### src/rtl/mold_msg_framer.sv
// mold_msg_framer: re-frames the MoldUDP64 per-beat message stream for the ITCH
// decoder. It tracks the bytes remaining against the declared length, generates
// an explicit last-beat marker, latches the message type byte, and counts
// completed messages and framing errors.
module mold_msg_framer #(
    parameter int unsigned AXI_DATA_W = 64,
    parameter int unsigned AXI_KEEP_W = AXI_DATA_W / 8,
    parameter int unsigned ML_W       = 16,
    parameter int unsigned MSG_CNT_W  = 32,
    parameter int unsigned ERR_CNT_W  = 16
) (
    input  logic                  clk,
    input  logic                  nreset,
    input  logic                  mold_msg_v_i,
    input  logic                  mold_msg_start_i,
    input  logic [ML_W-1:0]       mold_msg_len_i,
    input  logic [AXI_KEEP_W-1:0] mold_msg_mask_i,
    input  logic [AXI_DATA_W-1:0] mold_msg_data_i,
    output logic                  itch_v_o,
    output logic                  itch_start_o,
    output logic                  itch_last_o,
    output logic [AXI_KEEP_W-1:0] itch_mask_o,
    output logic [AXI_DATA_W-1:0] itch_data_o,
    output logic [7:0]            itch_type_o,
    output logic                  itch_err_o,
    output logic                  itch_trunc_o,
    output logic [MSG_CNT_W-1:0]  msg_cnt_o,
    output logic [ERR_CNT_W-1:0]  err_cnt_o
);

    localparam int unsigned PC_W  = $clog2(AXI_KEEP_W + 1);
    localparam int unsigned REM_W = ML_W + 1;
    localparam int unsigned ESUM_W = ERR_CNT_W + 2;

    typedef enum logic [0:0] {
        S_IDLE   = 1'b0,
        S_IN_MSG = 1'b1
    } state_t;

    state_t                  r_state;
    state_t                  w_state_nxt;
    logic [REM_W-1:0]        r_rem;

    logic [PC_W-1:0]         w_pc;
    logic [REM_W-1:0]        w_pc_ext;
    logic [REM_W-1:0]        w_len_ext;
    logic                    w_is_start;
    logic                    w_is_cont;
    logic                    w_is_orphan;
    logic                    w_start_bad;
    logic                    w_start_done;
    logic                    w_cont_done;
    logic                    w_cont_over;

    logic                    w_v;
    logic                    w_start;
    logic                    w_last;
    logic                    w_err;
    logic                    w_trunc;
    logic [AXI_KEEP_W-1:0]   w_mask;
    logic [AXI_DATA_W-1:0]   w_data;
    logic [7:0]              w_type;
    logic [REM_W-1:0]        w_rem;
    logic                    w_msg_inc;
    logic [1:0]              w_err_inc;
    logic [ESUM_W-1:0]       w_err_sum;
    logic [ERR_CNT_W-1:0]    w_err_cnt_nxt;

    // Byte count of the current beat (mask is contiguous, popcount is general).
    always_comb begin
        w_pc = '0;
        for (int i = 0; i < AXI_KEEP_W; i++) begin
            w_pc = w_pc + PC_W'(mold_msg_mask_i[i]);
        end
    end

    // Beat classification and length comparisons; all consumers gate on valid.
    always_comb begin
        w_pc_ext     = REM_W'(w_pc);
        w_len_ext    = REM_W'(mold_msg_len_i);
        w_is_start   = mold_msg_v_i & mold_msg_start_i;
        w_is_cont    = mold_msg_v_i & ~mold_msg_start_i & (r_state == S_IN_MSG);
        w_is_orphan  = mold_msg_v_i & ~mold_msg_start_i & (r_state == S_IDLE);
        w_start_bad  = (mold_msg_len_i == '0) || (w_len_ext < w_pc_ext);
        w_start_done = (w_len_ext == w_pc_ext);
        w_cont_done  = (w_pc_ext == r_rem);
        w_cont_over  = (w_pc_ext > r_rem);
    end

    // State register.
    always_ff @(posedge clk or negedge nreset) begin
        if (!nreset) begin
            r_state <= S_IDLE;
        end else begin
            r_state <= w_state_nxt;
        end
    end

    // Next-state logic: a message closes on completion or on any length error.
    always_comb begin
        w_state_nxt = r_state;
        if (w_is_start) begin
            w_state_nxt = (w_start_bad || w_start_done) ? S_IDLE : S_IN_MSG;
        end else if (w_is_cont && (w_cont_done || w_cont_over)) begin
            w_state_nxt = S_IDLE;
        end
    end

    // Output and counter-update logic for the next registered beat.
    always_comb begin
        w_v       = 1'b0;
        w_start   = 1'b0;
        w_last    = 1'b0;
        w_err     = 1'b0;
        w_trunc   = 1'b0;
        w_mask    = itch_mask_o;
        w_data    = itch_data_o;
        w_type    = itch_type_o;
        w_rem     = r_rem;
        w_msg_inc = 1'b0;
        w_err_inc = 2'd0;
        if (w_is_start) begin
            w_v       = 1'b1;
            w_start   = 1'b1;
            w_mask    = mold_msg_mask_i;
            w_data    = mold_msg_data_i;
            w_type    = mold_msg_data_i[7:0];
            w_rem     = w_len_ext - w_pc_ext;
            w_trunc   = (r_state == S_IN_MSG);
            w_err_inc = {1'b0, w_trunc};
            if (w_start_bad) begin
                w_last    = 1'b1;
                w_err     = 1'b1;
                w_err_inc = w_err_inc + 2'd1;
            end else if (w_start_done) begin
                w_last    = 1'b1;
                w_msg_inc = 1'b1;
            end
        end else if (w_is_cont) begin
            w_v    = 1'b1;
            w_mask = mold_msg_mask_i;
            w_data = mold_msg_data_i;
            if (w_cont_over) begin
                w_last    = 1'b1;
                w_err     = 1'b1;
                w_err_inc = 2'd1;
            end else if (w_cont_done) begin
                w_last    = 1'b1;
                w_msg_inc = 1'b1;
            end else begin
                w_rem = r_rem - w_pc_ext;
            end
        end else if (w_is_orphan) begin
            w_err_inc = 2'd1;
        end
    end

    // Saturating error counter: up to two events can land in one cycle.
    always_comb begin
        w_err_sum = ESUM_W'(err_cnt_o) + ESUM_W'(w_err_inc);
        if (w_err_sum > ESUM_W'({ERR_CNT_W{1'b1}})) begin
            w_err_cnt_nxt = {ERR_CNT_W{1'b1}};
        end else begin
            w_err_cnt_nxt = ERR_CNT_W'(w_err_sum);
        end
    end

    // Registered outputs, remaining-byte counter and statistics.
    always_ff @(posedge clk or negedge nreset) begin
        if (!nreset) begin
            r_rem        <= '0;
            itch_v_o     <= 1'b0;
            itch_start_o <= 1'b0;
            itch_last_o  <= 1'b0;
            itch_err_o   <= 1'b0;
            itch_trunc_o <= 1'b0;
            itch_mask_o  <= '0;
            itch_data_o  <= '0;
            itch_type_o  <= '0;
            msg_cnt_o    <= '0;
            err_cnt_o    <= '0;
        end else begin
            r_rem        <= w_rem;
            itch_v_o     <= w_v;
            itch_start_o <= w_start;
            itch_last_o  <= w_last;
            itch_err_o   <= w_err;
            itch_trunc_o <= w_trunc;
            itch_mask_o  <= w_mask;
            itch_data_o  <= w_data;
            itch_type_o  <= w_type;
            msg_cnt_o    <= msg_cnt_o + MSG_CNT_W'(w_msg_inc);
            err_cnt_o    <= w_err_cnt_nxt;
        end
    end

endmodule

### config.mk
export PLATFORM = sky130hd
export DESIGN_NAME = mold_msg_framer
export DESIGN_NICKNAME = d
export VERILOG_FILES = /design/src/rtl/mold_msg_framer.sv
export SDC_FILE = /design/constraint.sdc
export NUM_CORES = 1
export LEC_CHECK = 0
export CAP_MARGIN = 20
export CORE_MARGIN = 1
export CORE_UTILIZATION = 25
export DETAILED_ROUTE_END_ITERATION = 8
export PLACE_DENSITY = 0.6
export SLEW_MARGIN = 20
export SYNTH_ARGS = -nofsm -noshare
export SYNTH_HDL_FRONTEND = slang
export SYNTH_SLANG_ARGS = --single-unit
### constraint.sdc
create_clock -name clk -period 3.7 [get_ports clk]
set_clock_uncertainty 0.15 [all_clocks]
set_input_delay 1.11 -clock clk [delete_from_list [all_inputs] [get_ports clk]]
set_output_delay 1.11 -clock clk [all_outputs]
set_load 0.1 [all_outputs]
==> summary.txt, run 1 <==
Area share of xor/xnor cells in the synthesized design: 0.0787
Core Box Area: 0.0278 sq mm
Die width: 170 um
Max FO, Critical Path: 8
Simple-Gate Fraction of Synth Area: 0.142
DR iter-0 viols: 251
Reg area: 0.00378 sq mm
CP Capture Type: register
Rows: 61
Post-route ant nets: 0
Worst hold path cell count: 2
Final period util: 1.63
DRC errors left: 0
Min-Delay Path Class: reg2reg
Share of cells above drive strength 1: 0.448
Final estimated routing congestion in global placement: 0.787
Status: complete, but fails checks
Main combinational cell family by area after synthesis: simple AND/OR/NAND/NOR gates
Post-synthesis compound-gate area fraction: 0.0614
Max-cap check violation count: 0
CTS tree: built
Largest net degree at the start of global routing: 80
GRT Resource Usage Total: 0.138
Max-slew violation count: 0
1st-pass router iterations: 4
Setup ws final: -2340 ps
Worst EP arrival: 6170 ps
GR Overflow Total: 0
Dominant cells by area after synthesis: dfrtp_1, mux2_2, xnor2_1, nand2_1, ha_1
Post-synth top area share: 0.534
H-tree Lvls: 4
Post-synth top flop: dfrtp_1
Mapped Cells: 612
Power density over the cells: 605 mW/mm^2
Syn Area/Cell: 11.6 sq um
Die Height: 170 um
Worst reg2reg path depth: 13
RSZ-0062 raised after global routing: yes
Final setup vio count: 68
PortBufs: 224
CP Data Required Time: 3830 ps
Via density: 4.41
Worst-Margin Slew: 600 ps
Fin util: 0.412
Fin nets: 1,059
Count of hold-fix buffers inserted at cts: 0
Wirelength per Cell: 14.9 um
Num CTS Buffers: 17
Clk Latency, worst-skew pair: 420 ps
Post-synthesis sequential area ratio: 0.534
Failing checks: negative setup slack
Synth Area in Adders: 0.0464
CTS root buf: clkbuf_16
Initial cell density of the core: 0.255
CP startpoint kind: input pin
Area leader, netlist: dfrtp_1
Synth warn: 0
Mapped cell area: 0.00707 sq mm
Lkg Pwr: 5.12 nW
Peak supply drop: 0.351 mV
Critical path class: in2reg
Mapped Nets: 726
Longest Clk Path Bufs: 2
DP HPWL: 14.5 mm
Period minus WS final: 6040 ps
Initial antenna violation count: 0
Seq cells post-synth: 151
Unique masters post-synth: 54
Die area: 0.0290 sq mm
I/O pin total: 225
Max_slew headroom: 0.598
Final hold violation count: 0
EDFF count, synth: 0
Multi-input gate area: 0.00364 sq mm
Pre-CTS WS: -3480 ps
Clock sinks: 151
Max Freq: 166 MHz
First-pass GRT wire length: 31.2 mm
Final wirelength: 19.9 mm
Post-synth ARST share: 1.00
FILL cells: 2,719
Vias in the first global route: 5,855
Mux cell area share after synthesis: 0.112
Syn-to-layout area delta: 61.8%
Routed via count: 5,893
ANT cells: 0
Worst-path clk slew: 70 ps
## per-stage QoR
step | std cells | hold slack, ps | cell area (sq um) | power, mW | TNS [ps]
final | 1336 | 325 | 11400 | 6.92 | -124680
after CTS | 1328 | 327 | 11200 | 6.90 | -123140
after global routing | 1336 | 354 | 11400 | 7.24 | -134050
after floorplan | 612 | 369 | 7390 | 4.14 | -134780
after detailed placement | 1283 | 314 | 10400 | 5.05 | -195350
after global placement | 1283 | 310 | 10400 | 5.01 | -191090
## cell families after synthesis
kind of cell    count (synthesis)
flops                         151
mux                            71
fa+ha+maj                      22
compound gates                 65
xor+xnor                       61
simple gates                  196
buf+inv                        46
## cell usage in the layout, fill, tap and decap left out, types with 9 or more instances in the layout
master / synthesis / routed
ha_1: 15 / 9
o21ai_1: 1 / 9
inv_1: 26 / 20
nand2_2: 0 / 10
nand2_1: 63 / 53
and3_1: 18 / 14
o21ai_0: 21 / 10
clkdlybuf4s50_1: 0 / 87
xnor2_1: 43 / 42
nor2_1: 27 / 20
xor2_1: 16 / 15
buf_4: 1 / 223
nand4_1: 9 / 9
nand3_2: 0 / 13
buf_6: 0 / 13
clkbuf_16: 0 / 17
dfrtp_1: 151 / 151
or3_1: 13 / 13
mux2_2: 65 / 65
## metal layers
metal / up-vias / global-route usage / routed length [um]
met5: - / 0 / 0
met4: 0 / 0.0415 / 233
met3: 19 / 0.0356 / 1130
met2: 167 / 0.215 / 9430
met1: 2888 / 0.186 / 9080
li1: 2819 / - / -
## final cells by class
cell class,instances,area share
multi-input combinational,417,0.319
clock buffer,19,0.0387
clock inverter,13,0.0121
tap,378,0.0413
inverter,26,0.00941
sequential,151,0.330
timing repair buffer,332,0.249
## where the power goes
group	internal [mW]	switching (mW)
logic	1.08	2.04
registers	1.88	0.186
clock network	0.964	0.771
total	3.92	3.00
## critical path, cell delays in order
cell and delay (ps):
buf_8 80, inv_8 30, fa_1 550, fa_1 440, fa_1 520, inv_2 50
ha_4 160, fa_2 550, inv_2 60, ha_4 210, nor2b_4 120, o211ai_1 270
a21oi_2 110, nor2_2 160, ha_1 240, o21ai_1 110, nor2_1 50, ha_2 180
fa_2 370, and3_4 160, and3_4 170, and4_4 230, nor2b_1 110, a41oi_1 110
## cell usage after synthesis (2+ instances only)
master and instances:
dfrtp_1 151, mux2_2 65, nand2_1 63, xnor2_1 43, nor2_1 27, inv_1 26
nand3_1 21, o21ai_0 21, and3_1 18, clkbuf_1 16, xor2_1 16, ha_1 15
nor3_1 14, or3_1 13, a21oi_1 9, nand4_1 9, o211ai_1 8, fa_1 7
a31oi_1 6, mux2i_1 6, nor2b_1 6, and4_1 4, nand2b_1 4, and2_1 3
or4_1 3, a2111oi_0 2, a21o_1 2, a41oi_1 2, buf_1 2, nand3b_1 2
nor4_1 2, nor4b_1 2, o21a_1 2, o22ai_1 2
## what timing repair did
item                       4_1_cts  5_1_grt
cloned                           3        0
setup buffers                   10       10
pin swaps                       38       29
gates resized for setup         51       35
setup endpoints to repair       68       68
## path summary, 6_finish.rpt
| kind | from | to | slack, ps |
|---|---|---|---|
| max in group asynchronous | nreset | itch_data_o[62] | 2140 |
| min in group asynchronous | nreset | err_cnt_o[8] | 450 |
| max reg2reg | r_rem[13] | err_cnt_o[14] | 310 |
| max | mold_msg_mask_i[3] | err_cnt_o[15] | -2340 |
| min | itch_type_o[2] | itch_type_o[2] | 320 |
| min reg2reg | itch_type_o[2] | itch_type_o[2] | 320 |
## flip-flops by register name (all words and copies together) (netlist names)
signal / flops
itch_trunc_o: 1
itch_data_o: 64
msg_cnt_o: 32
r_rem: 17
itch_start_o: 1
err_cnt_o: 16
itch_err_o: 1
itch_last_o: 1
r_state: 1
itch_type_o: 8
itch_v_o: 1
itch_mask_o: 8
Note: power is estimated with default switching activity, not from simulation.
==> run 2, diff against run 1 <==
--- a/config.mk
+++ b/config.mk
@@ -6,7 +6,7 @@
 export NUM_CORES = 1
 export LEC_CHECK = 0
 export CAP_MARGIN = 20
-export CORE_MARGIN = 1
+export CORE_MARGIN = 5
 export CORE_UTILIZATION = 25
 export DETAILED_ROUTE_END_ITERATION = 8
 export PLACE_DENSITY = 0.6
@@ -14,3 +14,4 @@
 export SYNTH_ARGS = -nofsm -noshare
 export SYNTH_HDL_FRONTEND = slang
 export SYNTH_SLANG_ARGS = --single-unit
+export TNS_END_PERCENT = 1
==> summary.txt, run 2 (same netlist as run 1, synthesis figures left out) <==
Largest regs: itch_data_o: 64 flops, msg_cnt_o: 32 flops, r_rem: 17 flops (unchanged)
Worst EP arrival: 6290 ps (was 6170 ps)
Final setup vio count: 68 (unchanged)
CP startpoint kind: input pin (unchanged)
Critical path class: in2reg (unchanged)
Initial cell density of the core: 0.254 (was 0.255)
Routed via count: 5,715 (was 5,893)
Reg power frac: 0.301 (was 0.298)
Most frequent cells in the layout: buf_4, dfrtp_1, clkdlybuf4s50_1, mux2_2, nand2_1 (unchanged)
Largest net degree at the start of global routing: 76 (was 80)
Initial antenna violation count: 0 (unchanged)
Failing checks: negative setup slack (unchanged)
Lkg Pwr: 5.00 nW (was 5.12 nW)
Worst reg2reg path depth: 13 (unchanged)
Count of hold-fix buffers inserted at cts: 0 (unchanged)
CP Data Required Time: 3890 ps (was 3830 ps)
RR Endpoint: err_cnt_o[14] (unchanged)
Hold slack: 324 ps (was 325 ps)
Status: complete, but fails checks (unchanged)
Max stage delay on crit path: 560 ps (was 550 ps)
Max-slew violation count: 0 (unchanged)
CP cell instances: buf_6, inv_4, fa_1, fa_1, fa_1, inv_1, ha_2, fa_2, inv_2, ha_4, nor2b_4, o211ai_1, a21oi_1, nor2_1, ha_1, o21ai_2, nor2_1, ha_2, fa_2, and3_4, and3_4, and4_4, and3_4, o21ai_1 (was buf_8, inv_8, fa_1, fa_1, fa_1, inv_2, ha_4, fa_2, inv_2, ha_4, nor2b_4, o211ai_1, a21oi_2, nor2_2, ha_1, o21ai_1, nor2_1, ha_2, fa_2, and3_4, and3_4, and4_4, nor2b_1, a41oi_1)
Tot Pwr: 6.80 mW (was 6.92 mW)
Setup ws final: -2400 ps (was -2340 ps)
Fin util: 0.394 (was 0.412)
Critical path launch point: mold_msg_mask_i[0] (was mold_msg_mask_i[3])
GR Overflow Total: 0 (unchanged)
Post-route ant nets: 0 (unchanged)
Die area: 0.0317 sq mm (was 0.0290 sq mm)
Core Box Area: 0.0279 sq mm (was 0.0278 sq mm)
Rows: 61 (unchanged)
Switching Share: 0.419 (was 0.434)
Int Pwr: 3.95 mW (was 3.92 mW)
Final period util: 1.65 (was 1.63)
Most flop-heavy register: itch_data_o (unchanged)
Placed Cells incl. Taps: 1,278 (was 1,283)
Max FO, Critical Path: 8 (unchanged)
RSZ-0062 raised after global routing: yes (unchanged)
Worst-Margin Slew: 533 ps (was 600 ps)
Switching power: 2.85 mW (was 3.00 mW)
Period minus WS final: 6100 ps (was 6040 ps)
Sum Neg Setup Slack: -122,780 ps (was -124,680 ps)
Syn-to-layout area delta: 55.3% (was 61.8%)
Final wirelength: 20.2 mm (was 19.9 mm)
R2R Path Start: r_rem[13] (unchanged)
Commonest non-fill, non-tap cell in the layout: buf_4 (unchanged)
CP max stage cell: fa_1 (unchanged)
Vias in the first global route: 5,926 (was 5,855)
Worst-path clk slew: 70 ps (about the same)
CTS root buf: clkbuf_16 (unchanged)
CP Capture Type: register (unchanged)
I/O pin total: 225 (unchanged)
Via density: 4.35 (was 4.41)
Power density over the cells: 619 mW/mm^2 (was 605 mW/mm^2)
Max_slew headroom: 0.643 (was 0.598)
Min-Delay Path Class: reg2reg (unchanged)
Final hold violation count: 0 (unchanged)
CTS tree: built (unchanged)
Longest Clk Path Bufs: 2 (unchanged)
DR iter-0 viols: 175 (was 251)
Clock sinks: 151 (unchanged)
Wirelength per Cell: 15.4 um (was 14.9 um)
FILL cells: 2,703 (was 2,719)
Max Freq: 164 MHz (was 166 MHz)
Peak supply drop: 0.324 mV (was 0.351 mV)
Die width: 178 um (was 170 um)
Worst setup path end: err_cnt_o[10] (was err_cnt_o[15])
GRT Resource Usage Total: 0.126 (was 0.138)
PortBufs: 224 (unchanged)
DRC errors left: 0 (unchanged)
Max FFs per register: 64 (unchanged)
ANT cells: 0 (unchanged)
Fin cells: 1,315 (was 1,336)
Final estimated routing congestion in global placement: 0.787 (about the same)
Fin nets: 1,040 (was 1,059)
H-tree Lvls: 4 (unchanged)
Clock group share of total power: 0.274 (was 0.251)
First-pass GRT wire length: 31.9 mm (was 31.2 mm)
Max-cap check violation count: 0 (unchanged)
Num CTS Buffers: 17 (unchanged)
Reg2Reg Setup Slack: 420 ps (was 310 ps)
1st-pass router iterations: 4 (unchanged)
Die Height: 178 um (was 170 um)
Share of cells above drive strength 1: 0.400 (was 0.448)
Clk Latency, worst-skew pair: 410 ps (was 420 ps)
Worst Min Path Start: msg_cnt_o[31] (was itch_type_o[2])
DP HPWL: 15.3 mm (was 14.5 mm)
Power share of the combinational group: 0.426 (was 0.451)
[run 2: cell types whose count changed in the layout (fill, tap and decap cells not counted), sizes merged]
cell,change
a211o,-1
clkinvlp,-4
clkinv,+2
buf,-18
inv,-1
bufinv,+3
clkbuf,-2
[run 2: per-stage QoR]
stage	setup WS, ps	area, sq um
floorplan	-2930	7120
global placement	-3410	10100
detailed placement	-3450	10100
CTS	-2340	10900
global route	-2580	11000
finish	-2400	11000
[run 2: timing repair]
action | 4_1_cts | 5_1_grt
setup buffers | 5 | 0
resized for setup | 52 | 23
cloned | 2 | 0
pin swaps | 26 | 14
setup endpoints to repair | 68 | 68
[run 2: worst min path at each step]
stage,slack (ps),cells after the start,to
after CTS,330,1,msg_cnt_o[31]
final,320,1,msg_cnt_o[31]
after global placement,310,2,itch_type_o[5]
after global routing,340,1,msg_cnt_o[31]
after detailed placement,320,1,msg_cnt_o[31]
after floorplan,370,2,r_rem[1]
[run 2: power groups by stage]
stage	clock, mW	sequential, mW	combinational (mW)
floorplan	0	3.33	0.706
global placement	0	2.07	2.82
detailed placement	0	2.07	2.83
CTS	1.93	2.04	2.90
global route	2.00	2.08	3.06
finish	1.86	2.04	2.89
[run 2: layout make-up]
class                      instances  area, sq um  area share
tap                              378          473      0.0431
timing repair buffer             314         2640       0.241
multi-input combinational        416         3370       0.307
clock inverter                    13          194      0.0177
sequential                       151         3780       0.344
clock buffer                      17          425      0.0388
inverter                          26          100     0.00912
[run 2: metal layers]
layer	wire length, um	up-vias	global-route usage
met4	265	0	0.0317
met3	1400	16	0.0422
met5	0	-	0
li1	-	2767	-
met2	9680	149	0.202
met1	8910	2783	0.164
[run 2: worst max-delay path, delay by kind of cell]
kind,cells,cell delay [ps]
fa+ha+maj,9,3310
buf+inv,4,220
simple gates,7,1090
compound gates,4,560
==> run 3, diff against run 2 <==
--- a/config.mk
+++ b/config.mk
@@ -8,6 +8,7 @@
 export CAP_MARGIN = 20
 export CORE_MARGIN = 5
 export CORE_UTILIZATION = 25
+export CTS_CLUSTER_DIAMETER = 30
 export DETAILED_ROUTE_END_ITERATION = 8
 export PLACE_DENSITY = 0.6
 export SLEW_MARGIN = 20
==> results of run 3 <==
Same layout as run 2: the final DEF is identical, and so are final timing and power.
